## src/rtl/single_cycle_mem_arbiter.sv

```systemverilog
// Arbitrates an instruction-fetch port and a load/store port onto one single-port memory.
// Data wins by default; a fetch denied STARVE_MAX consecutive cycles is forced through.
module single_cycle_mem_arbiter #(
   parameter int unsigned AW         = 32,
   parameter int unsigned DW         = 32,
   parameter int unsigned STARVE_MAX = 4
) (
   input  logic            clk,
   input  logic            rst,
   input  logic            i_req,
   input  logic [AW-1:0]   i_addr,
   output logic            i_gnt,
   output logic            i_rvalid,
   output logic [DW-1:0]   i_rdata,
   input  logic            d_req,
   input  logic            d_we,
   input  logic [AW-1:0]   d_addr,
   input  logic [DW-1:0]   d_wdata,
   input  logic [DW/8-1:0] d_be,
   output logic            d_gnt,
   output logic            d_rvalid,
   output logic [DW-1:0]   d_rdata,
   output logic            m_req,
   output logic            m_we,
   output logic [AW-1:0]   m_addr,
   output logic [DW-1:0]   m_wdata,
   output logic [DW/8-1:0] m_be,
   input  logic [DW-1:0]   m_rdata
);

   localparam int unsigned CW = $clog2(STARVE_MAX + 1);

   typedef enum logic [1:0] {
      OWN_NONE  = 2'd0,
      OWN_INSTR = 2'd1,
      OWN_DATA  = 2'd2
   } owner_t;

   owner_t        owner;
   logic          owner_store;
   logic [CW-1:0] starve_cnt;
   logic          i_win;
   logic          d_win;

   // Winner selection; gated by rst so nothing is granted while reset is held
   always_comb begin
      i_win = 1'b0;
      d_win = 1'b0;
      if (rst) begin
         if (i_req && (!d_req || (starve_cnt == CW'(STARVE_MAX))))
            i_win = 1'b1;
         else if (d_req)
            d_win = 1'b1;
      end
   end

   assign i_gnt = i_win;
   assign d_gnt = d_win;

   // Memory request mux; all fields forced to zero when idle
   always_comb begin
      m_req   = 1'b0;
      m_we    = 1'b0;
      m_addr  = '0;
      m_wdata = '0;
      m_be    = '0;
      if (i_win) begin
         m_req  = 1'b1;
         m_addr = i_addr;
         m_be   = '1;
      end else if (d_win) begin
         m_req   = 1'b1;
         m_we    = d_we;
         m_addr  = d_addr;
         m_wdata = d_wdata;
         m_be    = d_be;
      end
   end

   // Response owner: who gets m_rdata next cycle
   always_ff @(posedge clk or negedge rst) begin
      if (!rst) begin
         owner       <= OWN_NONE;
         owner_store <= 1'b0;
      end else if (i_win) begin
         owner       <= OWN_INSTR;
         owner_store <= 1'b0;
      end else if (d_win) begin
         owner       <= OWN_DATA;
         owner_store <= d_we;
      end else begin
         owner       <= OWN_NONE;
         owner_store <= 1'b0;
      end
   end

   always_ff @(posedge clk or negedge rst) begin
      if (!rst)
         starve_cnt <= '0;
      else if (i_req && !i_win) begin
         if (starve_cnt != CW'(STARVE_MAX))
            starve_cnt <= starve_cnt + 1'b1;
      end else
         starve_cnt <= '0;
   end

   assign i_rvalid = (owner == OWN_INSTR);
   assign d_rvalid = (owner == OWN_DATA);
   assign i_rdata  = i_rvalid ? m_rdata : '0;
   assign d_rdata  = (d_rvalid && !owner_store) ? m_rdata : '0;

endmodule

```

## config.mk

```make
export PLATFORM = sky130hd
export DESIGN_NAME = single_cycle_mem_arbiter
export DESIGN_NICKNAME = d
export VERILOG_FILES = /design/src/rtl/single_cycle_mem_arbiter.sv
export SDC_FILE = /design/constraint.sdc
export NUM_CORES = 1
export LEC_CHECK = 0
export CAP_MARGIN = 20
export CORE_AREA = 2 2 107 109
export CTS_BUF_LIST = sky130_fd_sc_hd__clkbuf_2 sky130_fd_sc_hd__clkbuf_4 sky130_fd_sc_hd__clkbuf_8
export DETAILED_ROUTE_END_ITERATION = 12
export DIE_AREA = 0 0 109 111
export PLACE_DENSITY_LB_ADDON = 0.1
export SLEW_MARGIN = 0
export SYNTH_ARGS = -nofsm -noshare
export SYNTH_HDL_FRONTEND = slang
export SYNTH_SLANG_ARGS = --single-unit
```

## constraint.sdc

```tcl
create_clock -name clk -period 1.49 [get_ports clk]
set_input_delay 0.298 -clock clk [delete_from_list [all_inputs] [get_ports clk]]
set_output_delay 0.298 -clock clk [all_outputs]
set_load 0.02 [all_outputs]
```

== Word-level counts from Yosys, hierarchy flattened ==
Index checks and enable logic that the tools add are counted.

* Register bits after elaboration: 6
* Latch bits: 0
* Bits in writable memories: 0
* Bits in read-only memories: 0
* Input bits: 137
* Output and inout bits: 138
* Word-level logic and storage cells: 37
* Memories kept: 0

* $add $sub $neg: 1
* Multiply operators: 0
* Divide/modulo/power cells: 0
* Order comparisons: 0
* Eq/ne operators: 5
* Shift-type cells: 0
* Mux-type cells: 21
* Bitwise logic cells: 0
* Reductions and logical operators: 7

{| class="wikitable"
|+ Operators by type and width
! operator !! number
|-
| 32-bit 2-to-1 mux || 6
|-
| 1-bit 2-to-1 mux || 9
|-
| 4-bit 2-to-1 mux || 2
|-
| 3-bit 2-to-1 mux || 2
|-
| 2-bit 2-to-1 mux || 2
|-
| 3-bit by 1-bit adder with 3-bit output, second input constant || 1
|-
| 3-bit == test, second input constant || 1
|-
| 1-bit logical AND || 3
|-
| 1-bit logical NOT || 3
|-
| 3-bit inequality test, second input constant || 1
|-
| 2-bit by 1-bit == test with 1-bit output, second input constant || 1
|-
| 2-bit == test, second input constant || 1
|-
| 2-bit by 1-bit inequality test with 1-bit output, second input constant || 1
|-
| 1-bit logical OR || 1
|}

== Longest topological paths before layout ==
* Depth in word-level cells: 8
* Depth in mapped cells: 7
* Mapped depth without buffers: 5

== Worst setup path after synthesis ==
Ideal clock, no wire load.

* Kind: flip-flop to output port
* Start point: register starve_cnt[0]
* End point: output m_addr[26]
* Arrival time: 1.425 ns
* Data required time: 1.192 ns
* Slack: -0.233 ns
* Cell stages (with the launch flop): 7
* Buffers on the path: 1
* Cell sequence: dfrtp_1 inv_1 ha_1 nand2_2 a21oi_2 buf_2 a22o_1

* Elaborated cells on any way between the ends: 9
* Classes of those cells: 1 x eq/ne; 6 x mux; 2 x reduce/logical

{| class="wikitable"
|+ RTL lines
! element !! RTL line !! RTL
|-
| start, declared || 41 || <nowiki>logic [CW-1:0] starve_cnt;</nowiki>
|-
| start signal, assigned || 102 || <nowiki>starve_cnt <= starve_cnt + 1'b1;</nowiki>
|-
| 3-bit == test || 50 || <nowiki>if (i_req && (!d_req || (starve_cnt == CW'(STARVE_MAX))))</nowiki>
|-
| 1-bit logical OR || 50 ||
|-
| 1-bit logical AND || 50 ||
|-
| 1-bit 2-to-1 mux || 50 ||
|-
| 1-bit 2-to-1 mux || 49 || <nowiki>if (rst) begin</nowiki>
|-
| net i_gnt || 12 || <nowiki>output logic i_gnt,</nowiki>
|-
| 32-bit 2-to-1 mux || 67 || <nowiki>if (i_win) begin</nowiki>
|-
| end, declared || 25 || <nowiki>output logic [AW-1:0] m_addr,</nowiki>
|}

The timed path passes the listed nets, and every way through them passes these cells.

== Final worst setup path ==
* Start point: register starve_cnt[1]
* End point: output m_addr[13]

* Cells in the longest elaborated chain, start to end: 7
* Elaborated cells on any way between the ends: 9
* Classes of those cells: 1 x eq/ne; 6 x mux; 2 x reduce/logical

{| class="wikitable"
|+ Ends and longest elaborated chain
! element !! RTL line !! RTL
|-
| 3-bit == test * || 50 ||
|-
| 1-bit logical OR * || 50 ||
|-
| 1-bit logical AND * || 50 ||
|-
| 1-bit 2-to-1 mux || 50 ||
|-
| 1-bit 2-to-1 mux || 49 ||
|-
| 32-bit 2-to-1 mux || 71 || <nowiki>end else if (d_win) begin</nowiki>
|-
| 32-bit 2-to-1 mux * || 67 ||
|}

Mark *: on every way between the ends. The rest lies on a longest branch, timed or not.

==> flow_metrics.py <==
metrics = {
    "status": {
        "outcome": "complete, but fails checks",
        "violations": "setup timing",
    },
    "logic_synthesis": {
        "synth-edff-count": 0,
        "synthFlopType": "dfrtp_1",
        "syn_inst": 184,
        "yosysSeqAreaShare_pct": 11.02,
        "syn-cell-area_um2": 1363,
        "synthDistinctLibCells": 23,
        "syn-num-nets": 323,
        "synthArstFlopShare_pct": 100.0,
        "syn_avg_cell_area_um2": 7.405,
        "yosysWarnings": 0,
        "synth-seq-cells": 6,
    },
    "floorplan": {
        "die_w_um": 109,
        "io_pins": 275,
        "die-height_um": 111,
        "fp-row-count": 39,
        "core_um2": 11080,
        "initial_utilization_pct": 12.30,
        "die_area_um2": 12100,
    },
    "place": {
        "hpwl_mm": 7.270,
        "portBuffers": 274,
        "post-place-ws_ns": -1.073,
        "gp_congestion": 0.7487,
    },
    "clocking": {
        "tritoncts": "done",
        "worstSkewPairLatency_ns": 0.23,
        "clock_path_buffers": 2,
        "htreeDepth": 1,
        "cts_buffers": 3,
        "clk_pin_slew_ns": 0.04,
        "cts_root_buffer": "clkbuf_8",
        "clock_sinks": 6,
    },
    "sta": {
        "fin_crit_sh_pct": 132.6,
        "postLayoutSetupSlackWorst_ns": -0.4864,
        "setup-violations-final": 140,
        "worst_pin_slew_ns": 0.2341,
        "fin_hold_ws_ns": 0.1803,
        "max_freq_ghz": 0.5060,
        "period_needed_ns": 1.976,
        "fin_worst_skew_ns": 0.005668,
        "slew_headroom_pct": 84.39,
        "drv_slew": 0,
        "hold_viol_final": 0,
        "rsz0062_at_grt": "true",
    },
    "worst_hold_path": {
        "hp-class": "in2async",
    },
    "grt": {
        "gr-total-overflow": 0,
        "grt_max_degree": 16,
        "antenna_found_initial": 0,
        "grt_pass1_wl_mm": 14.43,
        "grt_util_all_layers_pct": 15.53,
        "grt_pass1_vias": 2727,
    },
    "finish": {
        "area_growth_pct": 327.4,
        "drive_gt1_share_pct": 66.41,
        "fill_cells": 1047,
        "mostFrequentLayoutCells": "141 x buf_6, 133 x clkdlybuf4s50_1, 88 x and2_4",
        "diodes": 0,
        "final_common_cell": "buf_6",
        "fin_nets": 653,
    },
    "drt": {
        "drt_iter0_drc": 44,
        "vias_per_cell": 4.063,
        "wl_per_cell_um": 16.16,
        "firstDrtPassIters": 4,
        "dr_total_vias": 2661,
        "drc": 0,
        "postRouteAntennaNets": 0,
        "routed_wirelength_mm": 10.59,
    },
    "setup_path": {
        "crit_type": "reg2out",
        "cp-end-kind": "output pin",
        "cp_max_fo": 8,
        "arrival_ns": 1.68,
        "setup.worst_path.start_class": "flip-flop",
        "crit_required_ns": 1.19,
    },
    "job": {
        "max_cap_violations": 0,
    },
    "power_and_ir_drop": {
        "powerDensity_nw_per_um2": 355.7,
        "p_leak_uw": 0.002778,
        "ir_worst_vdd_v": 0.0002103,
    },
}
[critical path: stages, from the launching register on]
cell and delay [ns]:
dfrtp_1 0.38, inv_2 0.08, ha_4 0.17, a31oi_4 0.12, buf_12 0.19, clkbuf_16 0.16, a22o_4 0.21, buf_6 0.12
[logic make-up (layout without fill, tap and decap cells)]
family                   Yosys count  count (layout)  synth area share (%)
AND/OR/NAND/NOR                  112             112                 50.32
multiplexers                       1               1                0.8264
adder cells (fa/ha/maj)            2               2                 1.836
buffers and inverters             20             348                 9.366
AO/OA/AOI/OAI                     43              43                 26.63
flip-flops                         6               6                 11.02
[metrics by stage]
stage	power, uW	util [%]	TNS, ns	cell area (um^2)	std cells
2_1_floorplan	703.4	-	-3.541	1729	184
6_report	2071	52.57	-47.09	5823	655
3_5_place_dp	1455	42.56	-98.18	4715	603
4_1_cts	1998	49.78	-47.00	5514	643
5_1_grt	2179	52.57	-55.10	5823	655
3_3_place_gp	1452	42.56	-97.20	4715	603
[layer usage]
metal	part of all wire [%]	track usage [%]
met5	0	0
met4	0.82	2.906
met3	11	4.233
met2	58	33.25
met1	30	13.63
[final cells by class]
class / instances / area, um^2 / area share (%)
sequential: 6 / 150.1 / 2.578
multi-input combinational: 158 / 1612 / 27.68
tap: 143 / 178.9 / 3.073
clock buffer: 3 / 41.29 / 0.7091
inverter: 2 / 7.507 / 0.1289
timing repair buffer: 343 / 3834 / 65.84
[worst paths after layout]
check                                          startpoint                   endpoint  slack (ns)  cells after the start
worst max-delay path            starve_cnt[1]$_DFFE_PN0P_                 m_addr[13]       -0.49                      7
worst min-delay path                                  rst  starve_cnt[0]$_DFFE_PN0P_        0.18                      2
worst max register to register  starve_cnt[1]$_DFFE_PN0P_  starve_cnt[0]$_DFFE_PN0P_       -0.02                      8
worst min register to register  starve_cnt[2]$_DFFE_PN0P_  starve_cnt[2]$_DFFE_PN0P_        0.70                      2
max in group asynchronous                             rst      owner_store$_DFF_PN0_        1.19                      2
min in group clk                                    d_req         owner[1]$_DFF_PN0_        0.60                      4
[repair_timing]
item,CTS,global route
hold buffers,0,0
hold endpoints to repair,0,0
cloned,15,5
setup endpoints to repair,138,139
gates resized for setup,882,61
buffers inserted,22,10
pin swaps,24,52
[synthesized netlist by cell type, drive strengths merged (2+ instances only)]
cell type  number  area, um^2
a21o            4       30.03
a21oi           2       13.76
a22o           32       280.3
a31oi           2       18.77
and2           98       613.1
buf            10       90.08
clkbuf          8       30.03
dfrtp           6       150.1
ha              2       25.02
inv             2       7.510
nand2           8       32.54
nor2b           2       12.51
o22ai           2       12.51
or2             2       12.51
[sequential cells by signal, summed over array words and instances, names as in the netlist]
register	flops
starve_cnt	3
owner	2
owner_store	1
[power breakdown]
group | switching (uW) | internal, uW | total (uW)
clock network | 71.2 | 174 | 245
registers | 6.92 | 173 | 180
logic | 601 | 1050 | 1650
No activity file was read; power rests on OpenSTA's default activity.
